==> config.mk <==
export PLATFORM = sky130hd
export DESIGN_NAME = instr_fetch_unit
export DESIGN_NICKNAME = d
export VERILOG_FILES = /design/src/rtl/instr_fetch_unit.sv
export SDC_FILE = /design/constraint.sdc
export NUM_CORES = 1
export LEC_CHECK = 0
export ABC_CLOCK_PERIOD_IN_PS = 2500
export BUFFER_PORTS_ARGS = -buffer_cell sky130_fd_sc_hd__buf_2
export CORE_MARGIN = 4
export CORE_UTILIZATION = 49
export CTS_CLUSTER_DIAMETER = 80
export CTS_CLUSTER_SIZE = 28
export DETAILED_ROUTE_END_ITERATION = 10
export PLACE_DENSITY = 0.79
export SLEW_MARGIN = 20
export SYNTH_ARGS = -nofsm -noshare
export SYNTH_HDL_FRONTEND = slang
export SYNTH_SLANG_ARGS = --single-unit
==> constraint.sdc <==
create_clock -name MClock -period 2.5 [get_ports MClock]
set_input_delay 0.125 -clock MClock [delete_from_list [all_inputs] [get_ports MClock]]
set_output_delay 0.125 -clock MClock [all_outputs]
set_load 0.02 [all_outputs]
==> src/rtl/instr_fetch_unit.sv <==
// Instruction fetch unit: holds the PC, drives the instruction-memory address and
// captures the word returned after the memory's one-cycle registered read into IR.
module instr_fetch_unit #(
  parameter int ADDR_W     = 5,
  parameter int DATA_W     = 16,
  parameter int START_ADDR = 0
) (
  input  logic              MClock,
  input  logic              Reset,
  input  logic              Fetch,
  input  logic              Load,
  input  logic [ADDR_W-1:0] LoadAddr,
  input  logic [DATA_W-1:0] MemData,
  output logic [ADDR_W-1:0] MemAddr,
  output logic [DATA_W-1:0] IR,
  output logic              IRValid,
  output logic              Busy,
  output logic [ADDR_W-1:0] PC,
  output logic              Wrap,
  output logic [1:0]        FsmState
);

  // Request semantics: Fetch and Load are level-sampled requests with no ready
  // handshake. Fetch is taken only in IDLE (dropped, not queued, while Busy);
  // Load is taken in every state, wins over Fetch, and aborts a fetch in flight.

  typedef enum logic [1:0] {
    IDLE = 2'd0,
    ADDR = 2'd1,
    CAPT = 2'd2
  } state_t;

  localparam logic [ADDR_W-1:0] PC_RESET = ADDR_W'(START_ADDR);
  localparam logic [ADDR_W-1:0] PC_MAX   = {ADDR_W{1'b1}};

  state_t            state, state_nxt;
  logic [ADDR_W-1:0] pc_nxt;
  logic [DATA_W-1:0] ir_nxt;
  logic              irvalid_nxt;
  logic              wrap_nxt;

  always_ff @(posedge MClock or posedge Reset) begin
    if (Reset) begin
      state   <= IDLE;
      PC      <= PC_RESET;
      MemAddr <= PC_RESET;
      IR      <= '0;
      IRValid <= 1'b0;
      Wrap    <= 1'b0;
    end else begin
      state   <= state_nxt;
      PC      <= pc_nxt;
      MemAddr <= pc_nxt;
      IR      <= ir_nxt;
      IRValid <= irvalid_nxt;
      Wrap    <= wrap_nxt;
    end
  end

  always_comb begin
    state_nxt   = state;
    pc_nxt      = PC;
    ir_nxt      = IR;
    irvalid_nxt = IRValid;
    wrap_nxt    = 1'b0;
    case (state)
      IDLE: begin
        if (Load) begin
          pc_nxt      = LoadAddr;
          irvalid_nxt = 1'b0;
        end else if (Fetch) begin
          irvalid_nxt = 1'b0;
          state_nxt   = ADDR;
        end
      end
      ADDR: begin
        // Memory registers Mem[MemAddr] on this edge; data is usable in CAPT.
        if (Load) begin
          pc_nxt    = LoadAddr;
          state_nxt = IDLE;
        end else begin
          state_nxt = CAPT;
        end
      end
      CAPT: begin
        if (Load) begin
          pc_nxt    = LoadAddr;
          state_nxt = IDLE;
        end else begin
          ir_nxt      = MemData;
          irvalid_nxt = 1'b1;
          pc_nxt      = PC + ADDR_W'(1);
          wrap_nxt    = (PC == PC_MAX);
          state_nxt   = IDLE;
        end
      end
      default: state_nxt = IDLE;
    endcase
  end

  assign Busy     = (state == ADDR) || (state == CAPT);
  assign FsmState = state;

endmodule

==> results by group <==
Synthesis
  – Syn Area/Cell: 12.8 sq um
  – Register area share after synthesis: 51.4%
  – Post-Synthesis Cells: 95
  – Mapped cell area: 1220 sq um
  – Post-synth top area cell: dfrtp_1
  – Most used DFF post-synth: dfrtp_1
  – Cell variety after synth: 27
  – Synth Warn #: 0
  – Asr flop ratio synth: 100%
  – Count of state elements after synthesis: 25
  – Top cells by area, synth: dfrtp_1 51%, mux2_2 18%, ha_1 6.2%
  – Most frequent cells after synthesis: 25 x dfrtp_1, 19 x mux2_2, 7 x inv_1
  – Post-synth EDFFs: 0
  – Syn Nets: 126
  – Synth top area share: 51.4%
  – Top-count cell post-synth: dfrtp_1

Final layout
  – Inserted Diodes: 0
  – Post-route cell area: 1510 sq um
  – Final net count: 179
  – Layout cells sized above 1: 57.1%
  – Area Overhead vs Synth: 23.9%

Clocking
  – Clk slew on worst S/H paths: 0.13 ns
  – H-tree levels: 1
  – Clock sinks: 25
  – Latest clock arrival within the worst-skew pair: 0.31 ns
  – Root buffer selected by CTS: clkbuf_4
  – Post-CTS Setup Bufs: 0
  – CTS Buffer Depth: 2
  – Hold_buf cts: 0
  – CTS resizes: 0
  – CTS tree: done
  – Clock buffers created by TritonCTS: 3

Placed design
  – Post-Place Setup Slack: 0.558 ns
  – Placed cell area: 1480 sq um
  – Routability cong.: 0.825
  – HPWL Detailed: 2000 um
  – PortBufs: 55

Drt
  – WL final: 2550 um
  – Initial drt markers: 16
  – Vias/cell: 5.22
  – Pre-antenna DRT Iters: 4
  – DR vias: 914
  – Drt drc: 0
  – Post-route ant nets: 0
  – Wire per inst: 14.6 um

STA
  – Tcrit/Tclk final: 77.9%
  – Layout Skew: 0.00158 ns
  – Fin worst setup slack: 0.552 ns
  – Hold slack: -0.0171 ns
  – Final min period: 1.95 ns
  – Max Fclk: 513 MHz
  – Pin slew with the least headroom to its limit: 0.912 ns
  – RSZ-0062 raised after global routing: no
  – Final Hold Fails: 25
  – Slew margin rel.: 39.1%
  – Final setup TNS: 0 ns
  – Slew Viols, Final: 0
  – # setup viols final: 0

Critical path
  – Critical path type: reg -> reg
  – Crit path max fanout: 10
  – Critical path endpoint category: register
  – Critical path arrival: 2.17 ns
  – Crit path required time: 2.72 ns
  – Crit path launch type: register

Global routing
  – Vias in the first global route: 884
  – Global route overflow: 0
  – Initial antenna violation count: 0
  – Largest net degree at the start of global routing: 26
  – First-pass GRT wire length: 4150 um
  – GRT Util Overall: 16.4%

Floorplan
  – Die Y: 57.8 um
  – Die width: 57.8 um
  – Core area: 2300 sq um
  – Die Area: 3340 sq um
  – Io pins: 56
  – Initial core utilization: 52.9%
  – Row cnt: 17

Pwr
  – Lkg Pwr: 0.774 nW
  – VDD IR-drop max: 0.762 mV
  – Pwr dens: 1310 nW/um^2

Run
  – Max-Cap Viols: 0

Status
  – Status: complete, but fails checks
  – Failing checks: hold timing

Worst hold path
  – HP Class: in -> async
-- sequential cells by signal, summed over array words and instances, names as in the netlist --
signal and count:
PC 5, FsmState 2, Wrap 1, IRValid 1
IR 16
-- logic make-up after synthesis --
logic type,share of synthesized area [%]
adders and majority gates,6.17
muxes,20.1
AOI/OAI and AO/OA,8.44
buffers and inverters,7.41
and+or+nand+nor,6.48
DFF,51.4
-- routing by layer --
metal | up-vias | share of wire [%] | GRT usage, %
met3 | 5 | 7.3 | 2.90
met5 | - | 0 | 0
li1 | 439 | - | -
met4 | 0 | 2.4 | 8.94
met1 | 433 | 38 | 19.2
met2 | 37 | 52 | 28.4
-- report_power, final --
| part | total [mW] | switching [mW] | leakage [nW] | internal (mW) |
|---|---|---|---|---|
| Combinational | 1.08 | 0.617 | 0.458 | 0.459 |
| Sequential | 0.724 | 0.132 | 0.301 | 0.592 |
| Clock | 0.177 | 0.115 | 0.0150 | 0.0625 |
-- worst max-delay path: stages, from the launching register on --
cell     delay [ns]
dfrtp_1        0.44
inv_1          0.12
ha_1           0.22
nor2b_2        0.25
buf_4          0.22
mux2_2         0.35
mux2_4         0.26
-- through the flow --
step | instances | total power [mW] | util [%]
after global routing | 175 | 2.12 | 65.6
after CTS | 175 | 2.00 | 65.6
after global placement | 171 | 1.77 | 64.4
after floorplan | 95 | 1.53 | -
after detailed placement | 171 | 1.82 | 64.4
final | 175 | 1.98 | 65.6
-- final timing paths --
kind	start	end	slack, ns	cells after the start
setup / recovery	FsmState[0]	PC[1]	0.55	6
hold / removal	Reset	IR[12]	-0.02	2
setup reg to reg	FsmState[0]	PC[1]	0.55	6
hold reg to reg	IR[6]	IR[6]	0.52	1
max in group asynchronous	Reset	IR[2]	1.96	2
min in group MClock	MemData[1]	IR[1]	0.03	2
-- area by class of cell --
type	instances	area, sq um
Inverter	7	26.3
Fill cell	197	791
Tap cell	28	35.0
Sequential cell	25	626
Multi-Input combinational cell	54	503
Timing Repair Buffer	57	290
Clock buffer	4	26.3
-- layout by cell type (no fill, tap or decap), types with 3 or more instances in the layout --
cell,n
clkbuf_4,3
o21ai_0,3
ha_1,6
dfrtp_1,25
buf_2,55
mux2_2,19
inv_1,7
No activity file was read; power rests on OpenSTA's default activity.
